===== src/rtl/fsm_pkg.sv =====
// Shared encodings and constants for the irrigation controller FSM.
// Also holds the helpers the top level uses to decode and size its counters.
package fsm_pkg;

    typedef enum logic [1:0] {
        IDLE       = 2'b00,
        DISABLED   = 2'b01,
        WATER      = 2'b10,
        DEEP_WATER = 2'b11
    } state_t;

    localparam int unsigned  DUR_W        = 8;
    localparam int unsigned  LOCK_W       = 11;
    localparam logic [10:0]  LOCKOUT_MULT = 11'd16;
    localparam int unsigned  DEEP_SHIFT   = 1;

    function automatic logic is_watering(input state_t s);
        return (s == WATER) || (s == DEEP_WATER);
    endfunction

    function automatic logic [10:0] lockout_load(input logic [6:0] wt);
        return {4'b0000, wt} * LOCKOUT_MULT;
    endfunction

endpackage


===== src/rtl/fsm_counter.sv =====
// Loadable saturating down-counter with zero flag.
// Load wins over decrement, and the count never wraps below zero.
module fsm_counter
    import fsm_pkg::*;
#(
    parameter int unsigned WIDTH = 8
) (
    input  logic             clk,
    input  logic             rst_n,
    input  logic             load,
    input  logic [WIDTH-1:0] load_val,
    input  logic             dec,
    output logic [WIDTH-1:0] count,
    output logic             zero
);

    logic [WIDTH-1:0] count_r;

    // Count register: load has priority, decrement stops at zero.
    always_ff @(posedge clk or negedge rst_n) begin
        if (!rst_n) begin
            count_r <= {WIDTH{1'b0}};
        end else if (load) begin
            count_r <= load_val;
        end else if (dec && (count_r != {WIDTH{1'b0}})) begin
            count_r <= count_r - WIDTH'(1);
        end else begin
            count_r <= count_r;
        end
    end

    assign count = count_r;
    assign zero  = (count_r == {WIDTH{1'b0}});

endmodule


===== src/rtl/fsm.sv =====
// Soil-moisture irrigation controller: normal and deep watering, followed by a
// soak lockout that scales with the watering duration latched at entry.
module fsm
    import fsm_pkg::*;
(
    input  logic       clk,
    input  logic       rst_n,
    input  logic [6:0] m_sense,
    input  logic [6:0] m_thresh,
    input  logic [6:0] water_time_in,
    output logic       water_toggle,
    output logic [1:0] state
);

    state_t              state_r;
    state_t              next_state_s;
    logic                water_toggle_r;
    logic                water_next_s;
    logic [6:0]          wt_latched_r;
    logic                latch_s;

    logic                dur_load_s;
    logic [DUR_W-1:0]    dur_val_s;
    logic                dur_dec_s;
    logic [DUR_W-1:0]    dur_count_s;
    logic                dur_zero_s;

    logic                lock_load_s;
    logic                lock_dec_s;
    logic [LOCK_W-1:0]   lock_count_s;
    logic                lock_zero_s;

    fsm_counter #(.WIDTH(DUR_W)) u_duration (
        .clk      (clk),
        .rst_n    (rst_n),
        .load     (dur_load_s),
        .load_val (dur_val_s),
        .dec      (dur_dec_s),
        .count    (dur_count_s),
        .zero     (dur_zero_s)
    );

    fsm_counter #(.WIDTH(LOCK_W)) u_lockout (
        .clk      (clk),
        .rst_n    (rst_n),
        .load     (lock_load_s),
        .load_val (lockout_load(wt_latched_r)),
        .dec      (lock_dec_s),
        .count    (lock_count_s),
        .zero     (lock_zero_s)
    );

    // State, valve and latched-duration registers.
    always_ff @(posedge clk or negedge rst_n) begin
        if (!rst_n) begin
            state_r        <= IDLE;
            water_toggle_r <= 1'b0;
            wt_latched_r   <= 7'd0;
        end else begin
            state_r        <= next_state_s;
            water_toggle_r <= water_next_s;
            wt_latched_r   <= latch_s ? water_time_in : wt_latched_r;
        end
    end

    // Next-state and counter control; inputs are only sampled in IDLE/DISABLED.
    always_comb begin
        next_state_s = state_r;
        dur_load_s   = 1'b0;
        dur_val_s    = {DUR_W{1'b0}};
        dur_dec_s    = 1'b0;
        lock_load_s  = 1'b0;
        lock_dec_s   = 1'b0;
        latch_s      = 1'b0;
        case (state_r)
            IDLE: begin
                if (!lock_zero_s) begin
                    lock_dec_s = 1'b1;
                end else if (water_time_in == 7'd0) begin
                    next_state_s = DISABLED;
                end else if (m_sense < (m_thresh >> DEEP_SHIFT)) begin
                    next_state_s = DEEP_WATER;
                    dur_load_s   = 1'b1;
                    dur_val_s    = {water_time_in, 1'b0};
                    latch_s      = 1'b1;
                end else if (m_sense < m_thresh) begin
                    next_state_s = WATER;
                    dur_load_s   = 1'b1;
                    dur_val_s    = {1'b0, water_time_in};
                    latch_s      = 1'b1;
                end else begin
                    next_state_s = IDLE;
                end
            end
            DISABLED: begin
                if (water_time_in != 7'd0) begin
                    next_state_s = IDLE;
                end else begin
                    next_state_s = DISABLED;
                end
            end
            WATER, DEEP_WATER: begin
                dur_dec_s = 1'b1;
                // The cycle holding a count of one is the last watering cycle.
                if (dur_count_s <= 8'd1) begin
                    next_state_s = IDLE;
                    lock_load_s  = 1'b1;
                end else begin
                    next_state_s = state_r;
                end
            end
            default: begin
                next_state_s = IDLE;
            end
        endcase
    end

    // Valve decode of the upcoming state so the registered valve tracks state.
    always_comb begin
        water_next_s = is_watering(next_state_s);
    end

    assign state        = state_r;
    assign water_toggle = water_toggle_r;

endmodule


===== config.mk =====
export PLATFORM = sky130hd
export DESIGN_NAME = fsm
export DESIGN_NICKNAME = d
export VERILOG_FILES = /design/src/rtl/fsm_pkg.sv /design/src/rtl/fsm_counter.sv /design/src/rtl/fsm.sv
export SDC_FILE = /design/constraint.sdc
export NUM_CORES = 1
export LEC_CHECK = 0
export CORE_MARGIN = 1
export CORE_UTILIZATION = 30
export CTS_CLUSTER_DIAMETER = 30
export DETAILED_ROUTE_END_ITERATION = 10
export GPL_TIMING_DRIVEN = 0
export HOLD_SLACK_MARGIN = 0.12
export PLACE_DENSITY = 0.51
export SETUP_SLACK_MARGIN = 0.1
export SLEW_MARGIN = 20
export SYNTH_ARGS = -nofsm -noshare
export SYNTH_HDL_FRONTEND = slang
export SYNTH_SLANG_ARGS = --single-unit

===== constraint.sdc =====
create_clock -name clk -period 2.5 [get_ports clk]
set_input_delay 0.5 -clock clk [delete_from_list [all_inputs] [get_ports clk]]
set_output_delay 0.5 -clock clk [all_outputs]
set_load 0.05 [all_outputs]

== After elaboration in Yosys (flattened, before gate mapping) ==
Index checks and enable logic that the tools add are counted.
Word-level totals
  input bits: 23
  register bits after elaboration: 29
  output and inout bits: 3
  logic and storage cells: 53
Cells by class
  add/subtract/negate cells: 2
  reduce and logical (&&, ||, !) cells: 12
  muxes and demuxes: 26
  eq/ne operators: 5
  order comparisons: 3
Operator list (count)
  $mux W8: 6
  $mux W11: 2
  $logic_not A11 Y1: 1
  $mux W1: 11
  $reduce_bool A11 Y1: 1
  $sub A11 B1 Y11 const B: 1
  $mux W2: 5
  $eq A2 B2 Y1 const B: 4
  $le A8 B1 Y1 const B: 1
  $reduce_bool A8 Y1: 1
  $sub A8 B1 Y8 const B: 1
  $logic_not A7 Y1: 1
  $lt A7 B6 Y1: 1
  $lt A7 B7 Y1: 1
  $mux W7: 1
  $reduce_bool A7 Y1: 1
  $pmux W2 S3: 1
  $reduce_bool A2 Y1: 2
  $eq A2 B1 Y1 const B: 1
  $logic_and A1 B1 Y1: 2
  $logic_not A2 Y1: 1
  $reduce_or A2 Y1: 1
  $logic_or A1 B1 Y1: 1

== Logic depth before layout (Yosys ltp) ==
Gate-level depths: netlist of run 1.
  depth in word-level cells: 8
  mapped depth: 10
  gate-level depth less buffers: 8

== Cells and area by module ==
From an unflattened synthesis of run 1, not the netlist that was laid out.
Unflattened totals
  cells, all modules: 229
  area, all modules: 2058.2 um^2
By module, submodules not included
  fsm: area an instance 823.3 um^2, cells each 96, seq. area each 225.2 um^2, instances 1
  fsm_counter at u_lockout: area an instance 706.9 um^2, cells each 75, seq. area each 275.3 um^2, instances 1
  fsm_counter at u_duration: area an instance 528.0 um^2, cells each 58, seq. area each 200.2 um^2, instances 1

== Least setup slack after synthesis of run 1 ==
No wires, ideal clock.
  path type: input-to-reg
  start: in m_thresh[3]
  end: reg u_duration.count_r[1], in the netlist u_duration.count[1]
  data required time: 2374 ps
  arrival: 2349 ps
  stages on the path: 8
  path buffers: 1
  setup time: 126 ps
  setup slack: 25 ps
  cell sequence: inv_1 ha_1 a21o_1 a31oi_1 o21ai_0 clkbuf_1 mux2_2 a221o_1
On the way
  longest elaborated chain between the ends: 7
  elaborated cells between the ends (all ways): 14
  those cells by class: order compare: 2; mux: 11; reduce/logical: 1
RTL lines
  start: declaration: RTL line fsm.sv:9  | input logic [6:0] m_thresh,
  $lt A7 B7 Y1: RTL line fsm.sv:86  | end else if (m_sense < m_thresh) begin
  $mux W7 or $mux W1 (tied branches): RTL line fsm.sv:86
  $mux W8 or $mux W1 (tied branches): RTL line fsm.sv:81  | end else if (m_sense < (m_thresh >> DEEP_SHIFT)) begin
  $mux W8 or $mux W1 (tied branches): RTL line fsm.sv:79  | end else if (water_time_in == 7'd0) begin
  $mux W8 or $mux W1 (tied branches): RTL line fsm.sv:77  | if (!lock_zero_s) begin
  $mux W8 or $mux W1 (tied branches): RTL line fsm.sv:75  | case (state_r)
  $mux W8 or $reduce_bool A2 Y1 (tied branches)
  end signal: assignment: RTL line fsm_counter.sv:22  | count_r <= {WIDTH{1'b0}};
  end signal: assignment: RTL line fsm_counter.sv:24  | count_r <= load_val;
  end signal: assignment: RTL line fsm_counter.sv:26  | count_r <= count_r - WIDTH'(1);
  end: declaration: RTL line fsm_counter.sv:17  | logic [WIDTH-1:0] count_r;
Several ways; a longest one is shown, not always the timed one.
A chain may end at the register's enable or synchronous reset.

== Final worst setup path of run 1 ==
  start: in m_sense[4]
  end: reg u_duration.count_r[1], in the netlist u_duration.count[1]
On the way
  longest elaborated chain between the ends: 7
  elaborated cells between the ends (all ways): 14
  those cells by class: order compare: 2; mux: 11; reduce/logical: 1
RTL lines
  start: declaration: RTL line fsm.sv:8  | input logic [6:0] m_sense,
  $lt A7 B7 Y1: RTL line fsm.sv:86
  $mux W7 or $mux W1 (tied branches): RTL line fsm.sv:86
  $mux W8 or $mux W1 (tied branches): RTL line fsm.sv:81
  $mux W8 or $mux W1 (tied branches): RTL line fsm.sv:79
  $mux W8 or $mux W1 (tied branches): RTL line fsm.sv:77
  $mux W8 or $mux W1 (tied branches): RTL line fsm.sv:75
  $mux W8 or $reduce_bool A2 Y1 (tied branches)
Several ways; a longest one is shown, not always the timed one.

==> flow_summary_export.csv, run 1 <==
group,metric,value,unit
floorplan,io_pins,26,
clocking,cts_htree_levels,2,
route,drt_iter0_markers,52,
final_layout,multiInputGateArea,0.00124,sq mm
power,power_leakage,1.12,nW
clocking,cts_tree,"built",
setup_path,critPathLaunchType,"input port",
route,vias_per_cell,5.11,
sta,fin_skew,0.00674,ns
global_routing,antenna_found_initial,0,
power,p_total,0.00245,W
worst_hold_path,hold_class,"in2async",
clocking,cts.clk_slew.worst_paths,0.07,ns
final_layout,fin_area,0.00260,sq mm
sta,period_share,0.941,
route,vias,1558,
final_layout,num-fill-cells,615,
setup_path,cp_max_fo,5,
floorplan,die_area,0.00672,sq mm
power,pwr_density_cell,940,mW/mm^2
floorplan,fp.dieH,82.0,um
synthesis,synth-simple-area-share,0.176,
global_routing,grt_max_degree,30,
final_layout,fin_cells,305,
synthesis,syn-num-nets,226,
floorplan,die_w,82.0,um
place,dp_hpwl,3080,um
synthesis,synth-seq-area-share,0.378,
setup_path,cp.arrival,2.52,ns
synthesis,synth.area.mux_share,0.100,
setup_path,critPathTopFamily,"compound AO/OA/AOI/OAI gates",
route,wl_per_cell,14.2,um
place,portBuffers,25,
final_layout,drive_gt1_frac,0.235,
sta,setup_viol,0,
sta,slew_violations,0,
setup_path,endpoint_kind,"register",
setup_path,path_cells,"clkdlybuf4s50_1 -> ha_4 -> a21o_1 -> a211oi_2 -> o21ai_2 -> clkbuf_8 -> mux2_4 -> a221o_1",
setup_path,critical_path_buf_inv_count,2,
synthesis,synth_fa_ha_area_frac,0.104,
final_layout,nNetsFinal,268,
place,place.gp.congestion,0.748,
clocking,clk_latency,0.28,ns
sta,hold-worst-slack,0.246,ns
clocking,clockBufferDepth,2,
final_layout,area_delta_synth_final,35.6,%
synthesis,ys_warn_count,0,
final_layout,diodes,0,
status,status,"finished clean",
synthesis,ys_types,47,
setup_path,crit_path_top_delay_cell,"clkdlybuf4s50_1",
sta,worstMarginPinSlew,0.737,ns
route,routed_wl,4340,um
synthesis,synthCells,187,
route,drc_errors,0,
sta,hold_violations,0,
setup_path,path_class,"in2reg",
clocking,cts_hold_buf,0,
synthesis,yosys.area.top_type_share,0.378,
synthesis,synth_top_family_by_area,"simple AND/OR/NAND/NOR gates",
sta,max_slew_margin,0.504,
setup_path,cp.required,2.67,ns
global_routing,grt_use_total,0.143,
floorplan,rows,28,
setup_path,slowest_delay,0.54,ns
floorplan,core_area,0.00606,sq mm
clocking,clock_sinks,29,
route,ant_nets,0,
sta,fmax,425,MHz
synthesis,syn-cell-area,0.00192,sq mm
final_layout,regArea,727,sq um
synthesis,synth_edf_count,0,
synthesis,yosys.area.top_type,"dfrtp_1",
synthesis,yosys_register_bits,29,
place,place_area,0.00226,sq mm
global_routing,overflow,0,
clocking,numCtsBuffers,5,
global_routing,first_global_vias,1571,
synthesis,synthTopCellsByArea,"dfrtp_1 (38%), ha_1 (10%), mux2_2 (4.7%)",
power,vdd_drop_max,0.000396,V
flow_run,max_cap_violations,0,
sta,rsz0062_at_grt,"true",
floorplan,start_util,0.316,
clocking,clockRootBuffer,"clkbuf_8",
synthesis,syn_avg_cell_area,10.3,sq um
place,dp.cells,287,
synthesis,ys.flop_type,"dfrtp_1",
sta,min_period,2.35,ns
route,firstDrtPassIters,4,
synthesis,synth_compound_area_frac,0.161,
synthesis,synth-async-reset-ratio,1.00,
synthesis,synth_xor_area_frac,0.0411,
global_routing,grt_pass1_wl,7290,um
## placed cells by master (no fill, tap or decap), types with 3 or more instances in the layout
master / instances
mux2i_1: 8
nor3_1: 5
o211ai_1: 6
or3_1: 8
inv_1: 10
mux2_2: 7
a21o_1: 5
nand2_1: 9
nor2_1: 10
o21ai_0: 7
a21oi_1: 5
clkdlybuf4s50_1: 18
dfrtp_1: 28
nand3_1: 7
ha_4: 4
xnor2_1: 5
nand4_1: 3
clkbuf_8: 7
xor2_1: 4
buf_4: 10
dlymetal6s2s_1: 4
ha_1: 12
## per-layer routing
layer | GRT usage | part of all wire | vias up
met2 | 0.229 | 0.45 | 32
met1 | 0.186 | 0.49 | 743
met4 | 0.0509 | 0.014 | 0
met5 | 0 | 0 | -
met3 | 0.0344 | 0.045 | 7
li1 | - | - | 776
## worst reg2reg max path, delay by kind of cell, from the launching register on
kind | cells | cell delay, ns
flops | 1 | 0.44
mux | 1 | 0.32
compound gates | 1 | 0.23
simple gates | 3 | 0.88
buf+inv | 2 | 0.32
## metrics by stage
| stage | setup WS [ns] | TNS (ns) | utilization |
|---|---|---|---|
| 6_report | 0.148 | 0 | 0.429 |
| 5_1_grt | 0.0792 | 0 | 0.429 |
| 4_1_cts | 0.0938 | 0 | 0.410 |
| 3_5_place_dp | -0.537 | -5.91 | 0.373 |
| 3_3_place_gp | -0.514 | -5.63 | 0.374 |
| 2_1_floorplan | 0.139 | 0 | - |
## state kept, by name, indices dropped and copies added, names as in the netlist
name and cells:
u_lockout.count 11, wt_latched_r 7, u_duration.count 8, water_toggle 1, state 2
## cells in the mapped netlist (2+ instances only)
library cell and count:
o311ai_0 2, dfrtp_1 29, xor2_1 4, clkbuf_1 2
a21o_1 5, o21ai_0 9, nor3_1 5, buf_2 2
nand3_1 7, a21oi_1 5, a31oi_1 2, o22a_1 2
nand4_1 3, inv_1 11, ha_1 16, mux2i_1 8
xnor2_1 5, mux2_2 8, nor4_1 2, nand2b_1 2
o211ai_1 6, nor2_1 10, nor4_2 2, or3_1 8
mux2_1 2, nand2_1 9
## kinds of logic (layout without fill, tap and decap cells)
| group | Yosys count | count (layout) |
|---|---|---|
| mux | 18 | 18 |
| flops | 29 | 29 |
| compound gates | 42 | 42 |
| xor+xnor | 9 | 9 |
| buf+inv | 16 | 59 |
| simple gates | 57 | 57 |
| fa+ha+maj | 16 | 16 |
## area by class of cell
| cell class | count | area share |
|---|---|---|
| Buffer | 5 | 0.0173 |
| Inverter | 11 | 0.0159 |
| Multi-Input combinational cell | 142 | 0.476 |
| Tap cell | 75 | 0.0361 |
| Clock buffer | 7 | 0.0332 |
| Timing Repair Buffer | 35 | 0.131 |
| Sequential cell | 29 | 0.279 |
| Clock inverter | 1 | 0.0115 |
## timing repair
| item | CTS | global route |
|---|---|---|
| setup buffers | 7 | 3 |
| gates resized for setup | 14 | 14 |
| setup endpoints to repair | 17 | 17 |
| hold endpoints to repair | 0 | 0 |
| pin swaps | 4 | 8 |
## worst paths after layout
| check | cells after the start | endpoint | slack (ns) | from |
|---|---|---|---|---|
| worst max register to register | 7 | wt_latched_r[0]$_DFFE_PN0N_ | 0.19 | u_lockout.count[5]$_DFFE_PN0P_ |
| worst min register to register | 2 | u_lockout.count[9]$_DFFE_PN0P_ | 0.48 | wt_latched_r[5]$_DFFE_PN0N_ |
| worst min-delay path | 1 | u_lockout.count[3]$_DFFE_PN0P_ | 0.25 | rst_n |
| worst max-delay path | 8 | u_duration.count[1]$_DFFE_PN0P_ | 0.15 | m_sense[4] |
| min in group clk | 2 | u_lockout.count[9]$_DFFE_PN0P_ | 0.48 | wt_latched_r[5]$_DFFE_PN0N_ |
| max in group asynchronous | 1 | state[1]$_DFF_PN0_ | 1.77 | rst_n |
## report_power, final
part	internal (W)	leakage [nW]	total (W)	switching (W)
Clock	0.000325	0.0585	0.000510	0.000185
Combinational	0.000498	0.709	0.00102	0.000522
Sequential	0.000699	0.353	0.000916	0.000216
Total	0.00152	1.12	0.00245	0.000924
No activity file was read; power rests on OpenSTA's default activity.
==> run 2: changes to the inputs <==
--- a/config.mk
+++ b/config.mk
@@ -8,9 +8,11 @@
 export CORE_MARGIN = 1
 export CORE_UTILIZATION = 30
 export CTS_CLUSTER_DIAMETER = 30
+export CTS_CLUSTER_SIZE = 20
 export DETAILED_ROUTE_END_ITERATION = 10
 export GPL_TIMING_DRIVEN = 0
 export HOLD_SLACK_MARGIN = 0.12
+export MAX_ROUTING_LAYER = met4
 export PLACE_DENSITY = 0.51
 export SETUP_SLACK_MARGIN = 0.1
 export SLEW_MARGIN = 20
==> flow_summary_export.csv, run 2 (synthesized netlist as in run 1, its figures left out) <==
group,metric,value,unit
clocking,cts_htree_levels,2,
worst_hold_path,hold_class,"in2async",
floorplan,core_area,0.00606,sq mm
clocking,cts_hold_buf,0,
clocking,clockBufferDepth,2,
global_routing,first_global_vias,1571,
setup_path,slowest_delay,0.54,ns
power,swShare,0.378,
route,vias_per_cell,5.11,
route,met2_length,1940,um
route,wl_per_cell,14.2,um
final_layout,nNetsFinal,268,
flow_run,max_cap_violations,0,
power,switching_power,0.000924,W
setup_path,critPathLaunchType,"input port",
sta,fmax,425,MHz
global_routing,grt_use_total,0.147,
final_layout,layout_commonest_cell,"dfrtp_1",
global_routing,overflow,0,
setup_path,cp_max_fo,5,
sta,rsz0062_at_grt,"true",
route,drt_iter0_markers,52,
final_layout,largest_reg_flops,11,
setup_path,reg2reg_from,"u_lockout.count[5]$_DFFE_PN0P_",
final_layout,diodes,0,
setup_path,regToRegSetupSlack,0.19,ns
route,firstDrtPassIters,4,
clocking,cts_tree,"built",
sta,min_period,2.35,ns
power,p_comb_frac,0.417,
clocking,clockRootBuffer,"clkbuf_8",
power,vdd_drop_max,0.000396,V
sta,worstMarginPinSlew,0.737,ns
floorplan,die_w,82.0,um
power,pwr-share-seq,0.374,
route,ant_nets,0,
place,dp_hpwl,3080,um
sta,period_share,0.941,
power,clockPowerShare,0.208,
clocking,clk_latency,0.28,ns
sta,max_slew_margin,0.504,
status,status,"finished clean",
setup_path,cp.arrival,2.52,ns
route,routed_wl,4340,um
place,place.gp.congestion,0.757,
setup_path,worstReg2RegEnd,"wt_latched_r[0]$_DFFE_PN0N_",
global_routing,antenna_found_initial,0,
floorplan,die_area,0.00672,sq mm
power,power_leakage,1.12,nW
route,drc_errors,0,
sta,setup_viol,0,
final_layout,drive_gt1_frac,0.235,
floorplan,rows,28,
final_layout,final_cell_mix,"dfrtp_1 (28), clkdlybuf4s50_1 (18), ha_1 (12)",
clocking,clock_sinks,29,
setup_path,path_cells,"clkdlybuf4s50_1 -> ha_4 -> a21o_1 -> a211oi_2 -> o21ai_2 -> clkbuf_8 -> mux2_4 -> a221o_1",
global_routing,grt_max_degree,30,
setup_path,endpoint_kind,"register",
clocking,cts.clk_slew.worst_paths,0.07,ns
floorplan,start_util,0.316,
route,vias,1558,
final_layout,area_delta_synth_final,35.6,%
setup_path,worst_r2r_path_depth,7,
route,wl_met1,2150,um
setup_path,cp.required,2.67,ns
final_layout,finish.utilization,0.429,
clocking,numCtsBuffers,5,
route,top_layer,"met4",
sta,fin_skew,0.00669,ns
place,portBuffers,25,
floorplan,fp.dieH,82.0,um
sta,hold_violations,0,
global_routing,grt_pass1_wl,7290,um
sta,slew_violations,0,
setup_path,path_class,"in2reg",
power,cellInternalPower,0.00152,W
sta,hold-worst-slack,0.246,ns
route,met3_length,187,um
floorplan,io_pins,26,
power,pwr_density_cell,940,mW/mm^2
setup_path,crit_path_top_delay_cell,"clkdlybuf4s50_1",
-- run 2: cell counts in the layout (fill, tap and decap cells not counted) --
Identical to the previous run, type by type.
-- run 2: power by group through the flow --
| stage | combinational [W] | clock (W) | sequential (W) |
|---|---|---|---|
| 3_3_place_gp | 0.000932 | 0 | 0.000917 |
| 2_1_floorplan | 0.000662 | 0 | 0.000934 |
| 5_1_grt | 0.00113 | 0.000540 | 0.000953 |
| 4_1_cts | 0.000968 | 0.000523 | 0.000915 |
| 3_5_place_dp | 0.000940 | 0 | 0.000921 |
| 6_report | 0.00102 | 0.000510 | 0.000916 |
-- run 2: how the worst max path moves through the flow --
stage,startpoint,end,cells after the start
6_report,m_sense[4],u_duration.count[1]$_DFFE_PN0P_,8
3_5_place_dp,m_thresh[3],u_duration.count[1]$_DFFE_PN0P_,9
4_1_cts,m_thresh[3],u_duration.count[1]$_DFFE_PN0P_,9
5_1_grt,u_lockout.count[1]$_DFFE_PN0P_,wt_latched_r[5]$_DFFE_PN0N_,9
3_3_place_gp,m_thresh[3],u_duration.count[1]$_DFFE_PN0P_,9
2_1_floorplan,m_thresh[3],u_duration.count[1]$_DFFE_PN0P_,8
-- run 2: what timing repair did --
item	CTS	global route
endpoints found under the hold margin	0	0
pin swaps	4	8
resized for setup	14	14
buffers inserted	7	3
setup endpoints to repair	17	17
-- run 2: metal layers --
| metal | global-route usage | vias to the layer above |
|---|---|---|
| met4 | 0.0509 | 0 |
| met5 | - | - |
| met2 | 0.229 | 32 |
| met1 | 0.187 | 743 |
| li1 | - | 776 |
| met3 | 0.0333 | 7 |
-- run 2: critical path: cells and delay by family --
family          cells  cell delay [ns]
compound gates      4             0.80
buf+inv             2             0.70
mux                 1             0.29
fa+ha+maj           1             0.22
-- run 2: final cells by class --
| cell class | count | area [sq um] |
|---|---|---|
| buffer | 5 | 45.0 |
| clock buffer | 7 | 86.3 |
| clock inverter | 1 | 30.0 |
| fill | 615 | 3460 |
| inverter | 11 | 41.3 |
| multi-input combinational | 142 | 1240 |
| sequential | 29 | 727 |
| tap | 75 | 93.8 |
| timing repair buffer | 35 | 340 |
-- run 2: per-stage QoR --
step	setup TNS, ns	instances	setup slack [ns]	total power, W	area [sq um]
detailed placement	-5.91	287	-0.537	0.00186	2260
global placement	-5.63	287	-0.514	0.00185	2260
CTS	0	302	0.0938	0.00241	2490
global route	0	305	0.0792	0.00262	2600
finish	0	305	0.148	0.00245	2600
floorplan	0	187	0.139	0.00160	1920
